File: config.mk
export PLATFORM = sky130hd
export DESIGN_NAME = pipe_ctrl_gen
export DESIGN_NICKNAME = d
export VERILOG_FILES = /design/src/rtl/pipe_ctrl_gen_pkg.sv /design/src/rtl/sat_counter.sv /design/src/rtl/pipe_ctrl_gen.sv
export SDC_FILE = /design/constraint.sdc
export NUM_CORES = 1
export LEC_CHECK = 0
export ABC_AREA = 1
export ABC_CLOCK_PERIOD_IN_PS = 2500
export CORE_MARGIN = 8
export CORE_UTILIZATION = 50
export CTS_CLUSTER_SIZE = 25
export DETAILED_ROUTE_END_ITERATION = 12
export PLACE_DENSITY = 0.77
export SLEW_MARGIN = 20
export SYNTH_ARGS = -nofsm -noshare
export SYNTH_HDL_FRONTEND = slang
export SYNTH_SLANG_ARGS = --single-unit
File: constraint.sdc
create_clock -name clk -period 2.5 [get_ports clk]
set_input_delay 0.625 -clock clk [delete_from_list [all_inputs] [get_ports clk]]
set_output_delay 0.625 -clock clk [all_outputs]
set_load 0.03 [all_outputs]
File: src/rtl/pipe_ctrl_gen_pkg.sv
// pipe_ctrl_gen_pkg: shared state encodings and constants for the pipeline hazard controller
package pipe_ctrl_gen_pkg;
  typedef enum logic [1:0] {ST_RUN, ST_STALL, ST_FLUSH, ST_HALT} state_t;
  localparam logic StallEnable = 1'b1;
  localparam logic FlushEnable = 1'b1;
  localparam int PipelineDepth = 6;
endpackage

File: src/rtl/sat_counter.sv
// sat_counter: up-counter that sticks at MAX; sync clear, async active-low reset
//   clk, rst (active-low async), inc (count enable), clr (sync clear, wins over inc), q (count)
module sat_counter #(
  parameter int WIDTH = 16,
  parameter logic [WIDTH-1:0] MAX = {WIDTH{1'b1}}
) (
  input  logic             clk,
  input  logic             rst,
  input  logic             inc,
  input  logic             clr,
  output logic [WIDTH-1:0] q
);
  always_ff @(posedge clk or negedge rst)
    if (!rst) q <= '0;
    else if (clr) q <= '0;
    else if (inc && q != MAX) q <= q + 1'b1;
endmodule

File: src/rtl/pipe_ctrl_gen.sv
// pipe_ctrl_gen: parametrised stall/flush hazard controller with counters and flush watchdog
//   clk, rst (async active-low), rdy (global ready), stallreq (per-source stall request),
//   jmp_enable (redirect, arms flush), flushed (per-stage flush ack),
//   stall (per-stage hold), flush (per-stage flush), state (RUN/STALL/FLUSH/HALT, registered),
//   stall_cycles / flush_count (saturating counters), flush_err (sticky watchdog error)
module pipe_ctrl_gen
  import pipe_ctrl_gen_pkg::*;
#(
  parameter int STAGES = PipelineDepth,
  parameter int NREQ = 2,
  parameter logic [NREQ*8-1:0] STALL_LVL = {8'd4, 8'd1},
  parameter int FLUSH_STAGES = 2,
  parameter int CNT_W = 16,
  parameter int TIMEOUT = 64
) (
  input  logic                    clk,
  input  logic                    rst,
  input  logic                    rdy,
  input  logic [NREQ-1:0]         stallreq,
  input  logic                    jmp_enable,
  input  logic [FLUSH_STAGES-1:0] flushed,
  output logic [STAGES-1:0]       stall,
  output logic [FLUSH_STAGES-1:0] flush,
  output logic [1:0]              state,
  output logic [CNT_W-1:0]        stall_cycles,
  output logic [CNT_W-1:0]        flush_count,
  output logic                    flush_err
);
  localparam int AW = $clog2(TIMEOUT + 1);
  logic [NREQ:0][STAGES-1:0] acc;
  logic [FLUSH_STAGES-1:0] pend;
  logic [AW-1:0] age;
  logic age_hit, err_q;
  state_t state_q, state_d;
  assign acc[0] = '0;
  for (genvar i = 0; i < NREQ; i++) begin : g_src
    // STALL_LVL lists sources MSB-first, so source 0 lives in the top byte
    localparam int L = int'(STALL_LVL[8*(NREQ-1-i) +: 8]);
    localparam logic [STAGES-1:0] M = {STAGES{1'b1}} >> (STAGES - 1 - L);
    assign acc[i+1] = acc[i] | (stallreq[i] ? M : '0);
  end
  assign stall = rdy ? acc[NREQ] : {STAGES{StallEnable}};
  // an ack only retires a flush while the pipe moves; a new redirect always wins
  assign flush = {FLUSH_STAGES{jmp_enable}} | (pend & ~(flushed & {FLUSH_STAGES{rdy}}));
  always_ff @(posedge clk or negedge rst)
    if (!rst) pend <= '0;
    else if (rdy) pend <= jmp_enable ? {FLUSH_STAGES{FlushEnable}} : pend & ~flushed;
  always_comb
    state_d = !rdy ? ST_HALT : |flush ? ST_FLUSH : |stall ? ST_STALL : ST_RUN;
  always_ff @(posedge clk or negedge rst)
    if (!rst) state_q <= ST_RUN;
    else state_q <= state_d;
  assign state = state_q;
  sat_counter #(.WIDTH(CNT_W)) u_stall_cnt (
    .clk(clk), .rst(rst), .inc(rdy && |stall), .clr(1'b0), .q(stall_cycles)
  );
  sat_counter #(.WIDTH(CNT_W)) u_flush_cnt (
    .clk(clk), .rst(rst), .inc(jmp_enable), .clr(1'b0), .q(flush_count)
  );
  sat_counter #(.WIDTH(AW), .MAX(AW'(TIMEOUT))) u_age (
    .clk(clk), .rst(rst), .inc(rdy && |pend), .clr(!(|pend) || (jmp_enable && rdy)), .q(age)
  );
  assign age_hit = age == AW'(TIMEOUT);
  always_ff @(posedge clk or negedge rst)
    if (!rst) err_q <= 1'b0;
    else err_q <= err_q | age_hit;
  assign flush_err = err_q | age_hit;
endmodule

==> results of run 1 <==
worst paths after layout:
| check | cells after the start | end | slack [ps] |
|---|---|---|---|
| min in group clk | 2 | err_q | 480 |
| worst max register to register | 8 | u_flush_cnt.q[7] | 770 |
| worst min-delay path | 2 | u_stall_cnt.q[15] | 390 |
| max in group asynchronous | 2 | state[1] | 1730 |
| worst max-delay path | 4 | stall[4] | 60 |
| worst min register to register | 2 | err_q | 480 |
registers in the layout, summed over array words and instances, names as in the netlist:
name,flops
u_age.q,7
pend,2
err_q,1
u_stall_cnt.q,16
state,2
u_flush_cnt.q,16
what timing repair did:
action / in CTS / in global routing
cloned: 0 / 0
setup endpoints to repair: 6 / 2
gates resized for setup: 10 / 4
hold buffers: 0 / 0
metrics by stage:
stage,hold slack (ps),cells
after global placement,444,491
after detailed placement,469,491
final,385,499
after floorplan,329,372
after CTS,405,499
after global routing,439,499
final cells by class:
cell class              instances  area [µm²]  share of cell area [%]
clock buffers                   7        86.3                    2.61
clock inverters                 1        7.51                   0.227
inverters                      39         146                    4.42
multi-input cells             284        1380                    41.7
flip-flops and latches         44        1100                    33.2
well taps                      70        87.6                    2.64
repair buffers                 54         503                    15.2
cell families (layout without fill, tap and decap cells):
logic type | Yosys count | count (layout) | synth area share (%)
and+or+nand+nor | 256 | 256 | 43.0
DFF | 44 | 44 | 41.1
buffers and inverters | 44 | 101 | 7.29
xor gates and xnor gates | 13 | 13 | 4.25
AOI/OAI and AO/OA | 11 | 11 | 2.48
adders and majority gates | 4 | 4 | 1.87
placed cells by master, fill, tap and decap left out, types with 6 or more instances in the layout:
| cell type | Yosys | layout |
|---|---|---|
| nor2_1 | 30 | 30 |
| xnor2_1 | 7 | 7 |
| nand2_1 | 158 | 158 |
| clkbuf_8 | 0 | 6 |
| buf_4 | 3 | 7 |
| clkdlybuf4s50_1 | 0 | 40 |
| nand3_1 | 26 | 26 |
| nand4_1 | 15 | 15 |
| dfrtp_1 | 44 | 44 |
| xor2_1 | 6 | 6 |
| o21ai_1 | 6 | 6 |
| inv_1 | 32 | 32 |
| inv_2 | 6 | 6 |
routing by layer:
metal / share of wire [%] / up-vias / track usage (%)
li1: - / 1270 / -
met1: 47 / 1107 / 20.0
met2: 47 / 56 / 27.1
met3: 5.2 / 7 / 3.77
met4: 1.2 / 0 / 5.29
met5: 0 / - / 0
power groups by stage:
stage               clock, W  combinational, W  sequential [W]
floorplan                  0          0.000254         0.00106
global placement           0          0.000606        0.000942
detailed placement         0          0.000616        0.000942
CTS                 0.000490          0.000616        0.000930
global route        0.000514          0.000666        0.000946
finish              0.000470          0.000607        0.000928
==> impl_metrics.csv, run 1 <==
group,metric,value,unit
status,status,"finished clean",
placed_design,postPlaceCellArea,3230,µm²
setup_path,critPathMaxFanout,4,
clocking,clock_latency,300,ps
floorplanning,die_w,89.2,µm
cells_and_area,fillerInstances,479,
grt,grt_pass1_vias,2220,
placed_design,pre_cts_ws,-317,ps
setup_path,path_buf_inv,3,
synthesis,synth_edf_count,0,
route,drt-initial-drc-count,87,
route,num_vias,2440,
setup_path,r2r-start,"u_flush_cnt.q[0]",
setup_path,crit_path_end_kind,"primary output",
setup_path,critPathTopFamily,"buffers and inverters",
cells_and_area,diodes,0,
synthesis,postSynthAreaPerCell,7.19,µm²
power,p_sw,0.000731,W
clocking,cts_setup_buffers,0,
cells_and_area,postLayoutCoreUtil,64.4,%
power,p_leak,1.57,nW
floorplanning,dieHeight,89.2,µm
route,vias_per_cell,4.89,
setup_path,cp-start-kind,"input port",
setup_path,crit_start,"rdy",
placed_design,port_buffers,50,
floorplanning,initial_utilization,52.1,%
power,power_density,605,nW/µm²
power,clock_power_share,23.4,%
timing,skew,6.60,ps
clocking,cts_made_buffers,5,
timing,slew-limit-headroom,61.0,%
synthesis,synth_top_cell_by_area,"dfrtp_1",
power,combPwrFrac,30.3,%
cells_and_area,fin_area,3310,µm²
clocking,clk_path_buf_depth,2,
route,drc,0,
clocking,clock_sinks,44,
timing,worst_pin_slew,583,ps
timing,rsz0062_at_grt,"no",
clocking,root_buffer,"clkbuf_8",
grt,grt_max_degree,45,
floorplanning,die_area,7950,µm²
timing,max_freq,0.410,GHz
placed_design,place.gp.congestion,0.921,
floorplanning,core,5140,µm²
grt,grt.total_usage,16.2,%
cells_and_area,nets,440,
timing,min_period,2440,ps
synthesis,async_flop_share,100,%
cells_and_area,area_growth,23.7,%
timing,slew_violations,0,
power,p_sw_share,36.5,%
grt,grt_pass1_wl,10100,µm
floorplanning,num_io_pins,51,
min_path,holdCritPathClass,"in2async",
power,p_seq_share,46.3,%
synthesis,ys_warn_count,0,
route,ant_nets,0,
cells_and_area,drive_gt1_share,10.5,%
synthesis,yosys.cell_types.count,29,
route,wl_per_cell,12.2,µm
clocking,htree_levels,2,
synthesis,syn_nets,384,
route,finalWirelength,6070,µm
setup_path,worstPathRequired,1880,ps
timing,layout_setup_ws,61.4,ps
run,cap_violations,0,
placed_design,dp_hpwl,4610,µm
setup_path,crit_type,"in2out",
floorplanning,row_count,26,
clocking,clkTransAtPathRegs,80,ps
clocking,cts_tree,"built",
power,power.internal,0.00127,W
grt,overflow,0,
setup_path,critPathArrivalTime,1810,ps
timing,hold_viol,0,
setup_path,slowest_delay,500,ps
setup_path,slowest_stage,"clkdlybuf4s50_1",
synthesis,synthTopCellsByCount,"nand2_1 (158), dfrtp_1 (44), inv_1 (32)",
synthesis,yosysMostFrequentCell,"nand2_1",
power,vdd_ir_drop_max,580,µV
synthesis,synth_top_cells_by_area,"dfrtp_1 (41%), nand2_1 (22%), nand3_1 (4.9%)",
timing,setup_tns,0,ps
synthesis,synth_seq_cells,44,
timing,finalSetupViolations,0,
power,power.total,0.00200,W
synthesis,synth_top_area_share,41.1,%
synthesis,ys_seq_area_share,41.1,%
route,drtPass1Iterations,4,
setup_path,crit_path_cell_trace,"clkdlybuf4s50_1 > inv_2 > or2_2 > dlygate4sd2_1",
timing,period_share,97.5,%
synthesis,syn_inst,372,
synthesis,syn_area,2680,µm²
grt,antenna_found_initial,0,
synthesis,synth_ff_type,"dfrtp_1",
Note: power is estimated with default switching activity, not from simulation.
==> run 2, diff against run 1 <==
Settings changed: ABC_CLOCK_PERIOD_IN_PS 2500 to 2300.
Clock period 2.5 ns to 2.3 ns, I/O delays scaled along.
==> impl_metrics.csv, run 2 (synthesized netlist as in run 1, its figures left out) <==
group,metric,value,unit
grt,grtUsageMet2,29.8,%
placed_design,dp_hpwl,4900,µm
route,vias_per_cell,4.99,
timing,max_freq,0.443,GHz
timing,worst_pin_slew,538,ps
status,status,"finished clean",
grt,global_route.usage.met3,3.49,%
power,p_sw_share,37.0,%
route,drt-initial-drc-count,146,
min_path,holdCritPathClass,"in2async",
power,power_density,657,nW/µm²
floorplanning,initial_utilization,52.1,%
route,ant_nets,0,
power,clock_power_share,23.1,%
power,p_sw,0.000818,W
floorplanning,die_area,7950,µm²
grt,met1_usage,20.7,%
cells_and_area,reg.largest.list,"u_flush_cnt.q: 16 flops, u_stall_cnt.q: 16 flops, u_age.q: 7 flops",
timing,hold_viol,0,
clocking,cts_made_buffers,5,
grt,grt_pass1_wl,10800,µm
setup_path,critPathMaxFanout,4,
grt,overflow,0,
clocking,clock_latency,300,ps
route,drtPass1Iterations,4,
setup_path,cp-start-kind,"input port",
floorplanning,num_io_pins,51,
power,p_leak,1.61,nW
clocking,clock_sinks,44,
placed_design,pre_cts_ws,-420,ps
power,combPwrFrac,30.9,%
clocking,cts_setup_buffers,0,
floorplanning,die_w,89.2,µm
cells_and_area,final_common_cell,"nand2_1",
route,finalWirelength,6370,µm
cells_and_area,postLayoutCoreUtil,65.5,%
clocking,htree_levels,2,
grt,top_usage_layer,"met2",
cells_and_area,drive_gt1_share,11.4,%
cells_and_area,layout_common_cells,"nand2_1 (158), dfrtp_1 (44), clkdlybuf4s50_1 (39), inv_1 (32), nor2_1 (29)",
power,vdd_ir_drop_max,811,µV
clocking,cts_tree,"built",
power,power.internal,0.00139,W
timing,slew_violations,0,
cells_and_area,instances_no_fill,501,
run,cap_violations,0,
grt,grt.total_usage,17.2,%
placed_design,port_buffers,50,
setup_path,critPathArrivalTime,1680,ps
timing,layout_setup_ws,41.8,ps
timing,skew,4.71,ps
cells_and_area,diodes,0,
floorplanning,core,5140,µm²
clocking,clkTransAtPathRegs,80,ps
clocking,hold_buffers,0,
clocking,root_buffer,"clkbuf_8",
timing,slew-limit-headroom,64.1,%
timing,period_share,98.2,%
clocking,clk_path_buf_depth,2,
placed_design,place_inst,493,
route,drc,0,
cells_and_area,area_growth,25.7,%
grt,antenna_found_initial,0,
route,wl_per_cell,12.7,µm
grt,grt_pass1_vias,2433,
timing,finalSetupViolations,0,
route,num_vias,2502,
setup_path,worstPathRequired,1730,ps
floorplanning,row_count,26,
setup_path,crit_path_end_kind,"primary output",
floorplanning,dieHeight,89.2,µm
cells_and_area,nets,442,
power,p_seq_share,46.0,%
timing,rsz0062_at_grt,"no",
grt,grt_max_degree,24,
setup_path,crit_type,"in2out",
placed_design,place.gp.congestion,0.900,
timing,min_period,2260,ps
-- run 2: cell count changes in the layout (fill, tap and decap cells not counted), moves of 2 or more --
cell / change
dlygate4sd2_1: -3
buf_4: +2
clkinv_2: +2
buf_12: +2
clkdlybuf4s15_1: +3
buf_2: -2
-- run 2: worst max-delay path, stage by stage --
cell	delay, ps
clkdlybuf4s50_1	410
or2_2	340
clkdlybuf4s15_1	360
-- run 2: timing repair --
action / in CTS / in global routing
cloned: 0 / 0
pin swaps: 0 / 1
endpoints found under the setup margin: 6 / 5
gates resized for setup: 12 / 11
-- run 2: path summary, 6_finish.rpt --
path	slack, ps	from	end	cells after the start
worst max-delay path	40	stallreq[0]	stall[3]	3
worst min-delay path	250	rst	u_stall_cnt.q[6]	1
worst max register to register	620	u_flush_cnt.q[0]	u_flush_cnt.q[7]	9
worst min register to register	470	err_q	err_q	2
max in group asynchronous	1550	rst	u_flush_cnt.q[1]	2
min in group clk	470	err_q	err_q	2
-- run 2: stage by stage --
step	hold slack, ps	area, µm²	setup TNS, ps	power, W
finish	250	3360	0	0.00221
global route	272	3360	0	0.00233
detailed placement	455	3270	-1690	0.00172
CTS	257	3360	-228	0.00222
global placement	444	3270	-1620	0.00169
floorplan	279	2680	0	0.00142
-- run 2: layer usage --
layer / part of all wire [%] / vias to the layer above
met5: 0 / -
met4: 1.2 / 0
met3: 4.7 / 9
met2: 48 / 56
met1: 46 / 1157
li1: - / 1280
-- run 2: layout make-up --
class                      count  area [µm²]
clock inverter                 2        10.0
tap                           70        87.6
clock buffer                   6        82.6
sequential                    44        1100
multi-input combinational    284        1380
timing repair buffer          56         554
fill                         486        1780
inverter                      39         146
-- run 2: power by group through the flow --
stage / sequential (W) / combinational, W / clock [W]
2_1_floorplan: 0.00115 / 0.000276 / 0
3_3_place_gp: 0.00102 / 0.000667 / 0
3_5_place_dp: 0.00103 / 0.000689 / 0
4_1_cts: 0.00101 / 0.000689 / 0.000521
5_1_grt: 0.00103 / 0.000743 / 0.000557
6_report: 0.00102 / 0.000682 / 0.000511
==> run 3, diff against run 2 <==
Settings changed: ABC_CLOCK_PERIOD_IN_PS 2300 to 2580, CORE_MARGIN 8 to default.
Clock period 2.3 ns to 2.58 ns, I/O delays scaled along.
==> impl_metrics.csv, run 3 (synthesized netlist as in run 1, its figures left out) <==
group,metric,value,unit
route,drt-initial-drc-count,119,
timing,period_share,95.9,%
clocking,cts_made_buffers,5,
route,drc,0,
grt,grt_max_degree,45,
power,power_density,656,nW/µm²
power,p_leak,1.62,nW
timing,slew-limit-headroom,58.4,%
min_path,holdCritPathClass,"in2async",
run,cap_violations,0,
clocking,clk_path_buf_depth,2,
route,finalWirelength,6000,µm
power,clock_power_share,32.7,%
floorplanning,die_w,75.2,µm
route,wl_per_cell,12.0,µm
grt,grt_pass1_vias,2154,
power,vdd_ir_drop_max,657,µV
power,p_sw,0.000717,W
cells_and_area,diodes,0,
clocking,htree_levels,2,
setup_path,crit_type,"in2out",
clocking,root_buffer,"clkbuf_8",
status,status,"finished clean",
power,p_seq_share,40.6,%
setup_path,cp-start-kind,"input port",
timing,min_period,2470,ps
route,vias_per_cell,5.03,
floorplanning,core,5140,µm²
route,ant_nets,0,
clocking,cts_setup_buffers,0,
floorplanning,dieHeight,75.2,µm
cells_and_area,drive_gt1_share,10.7,%
timing,finalSetupViolations,0,
clocking,clkTransAtPathRegs,80,ps
cells_and_area,final_common_cell,"nand2_1",
placed_design,place.gp.congestion,0.896,
placed_design,port_buffers,50,
clocking,clock_sinks,44,
timing,rsz0062_at_grt,"no",
grt,overflow,0,
grt,grt_pass1_wl,9540,µm
route,num_vias,2512,
power,p_sw_share,32.3,%
cells_and_area,nets,440,
floorplanning,initial_utilization,52.1,%
setup_path,crit_path_end_kind,"primary output",
clocking,clock_latency,300,ps
timing,slew_violations,0,
grt,antenna_found_initial,0,
floorplanning,row_count,26,
cells_and_area,area_growth,26.3,%
grt,grt.total_usage,22.4,%
setup_path,critPathMaxFanout,4,
setup_path,critPathArrivalTime,1830,ps
route,drtPass1Iterations,4,
cells_and_area,layout_common_cells,"nand2_1 (158), dfrtp_1 (44), clkdlybuf4s50_1 (40), inv_1 (32), nor2_1 (30)",
cells_and_area,reg.largest.list,"u_flush_cnt.q: 16 flops, u_stall_cnt.q: 16 flops, u_age.q: 7 flops",
timing,skew,5.86,ps
timing,holdWs,404,ps
setup_path,worstPathRequired,1930,ps
floorplanning,die_area,5650,µm²
clocking,cts_tree,"built",
timing,hold_viol,0,
timing,setup_tns,0,ps
timing,max_freq,0.404,GHz
power,power.internal,0.00150,W
floorplanning,num_io_pins,51,
timing,worst_pin_slew,621,ps
power,combPwrFrac,26.6,%
placed_design,dp_hpwl,4440,µm
[run 3: power by group through the flow]
| stage | clock, W | sequential, W | combinational (W) |
|---|---|---|---|
| floorplan | 0 | 0.00102 | 0.000246 |
| global placement | 0 | 0.000912 | 0.000581 |
| detailed placement | 0 | 0.000914 | 0.000600 |
| CTS | 0.000744 | 0.000902 | 0.000599 |
| global route | 0.000766 | 0.000919 | 0.000644 |
| finish | 0.000726 | 0.000902 | 0.000591 |
[run 3: final timing paths]
check,cells past startpoint,slack (ps),to,from
max reg2reg,8,800,u_flush_cnt.q[11],u_flush_cnt.q[0]
min,2,400,u_stall_cnt.q[15],rst
max,4,110,stall[4],rdy
max in group asynchronous,2,1800,u_stall_cnt.q[9],rst
min in group clk,2,460,err_q,err_q
min reg2reg,2,460,err_q,err_q
[run 3: timing repair]
action	in CTS	in global routing
pin swaps	0	0
resized for setup	9	5
hold buffers	0	0
endpoints found under the setup margin	5	3
[run 3: per-layer routing]
layer | global-route usage (%) | part of all wire (%) | vias up
li1 | - | - | 1276
met2 | 38.2 | 49 | 50
met5 | 0 | 0 | -
met3 | 3.61 | 3.2 | 7
met4 | 6.17 | 1.1 | 0
met1 | 29.7 | 46 | 1179
[run 3: area by class of cell]
| cell class | instances | area (µm²) |
|---|---|---|
| Clock inverter | 3 | 90.1 |
| Inverter | 39 | 146 |
| Fill cell | 484 | 1760 |
| Multi-Input combinational cell | 284 | 1380 |
| Sequential cell | 44 | 1100 |
| Clock buffer | 5 | 68.8 |
| Tap cell | 70 | 87.6 |
| Timing Repair Buffer | 54 | 507 |
[run 3: worst max-delay path: stages]
cell and delay (ps):
clkdlybuf4s50_1 490, inv_2 40, or2_2 290, dlygate4sd2_1 360
[run 3: stage by stage]
step / setup WS [ps] / total power [W] / cells / instance area (µm²) / utilization, %
2_1_floorplan: 354 / 0.00127 / 372 / 2680 / -
3_3_place_gp: -258 / 0.00149 / 491 / 3230 / 62.9
3_5_place_dp: -269 / 0.00151 / 491 / 3230 / 62.9
4_1_cts: 26.2 / 0.00225 / 499 / 3390 / 66.0
5_1_grt: 51.6 / 0.00233 / 499 / 3380 / 65.8
6_report: 106 / 0.00222 / 499 / 3380 / 65.8
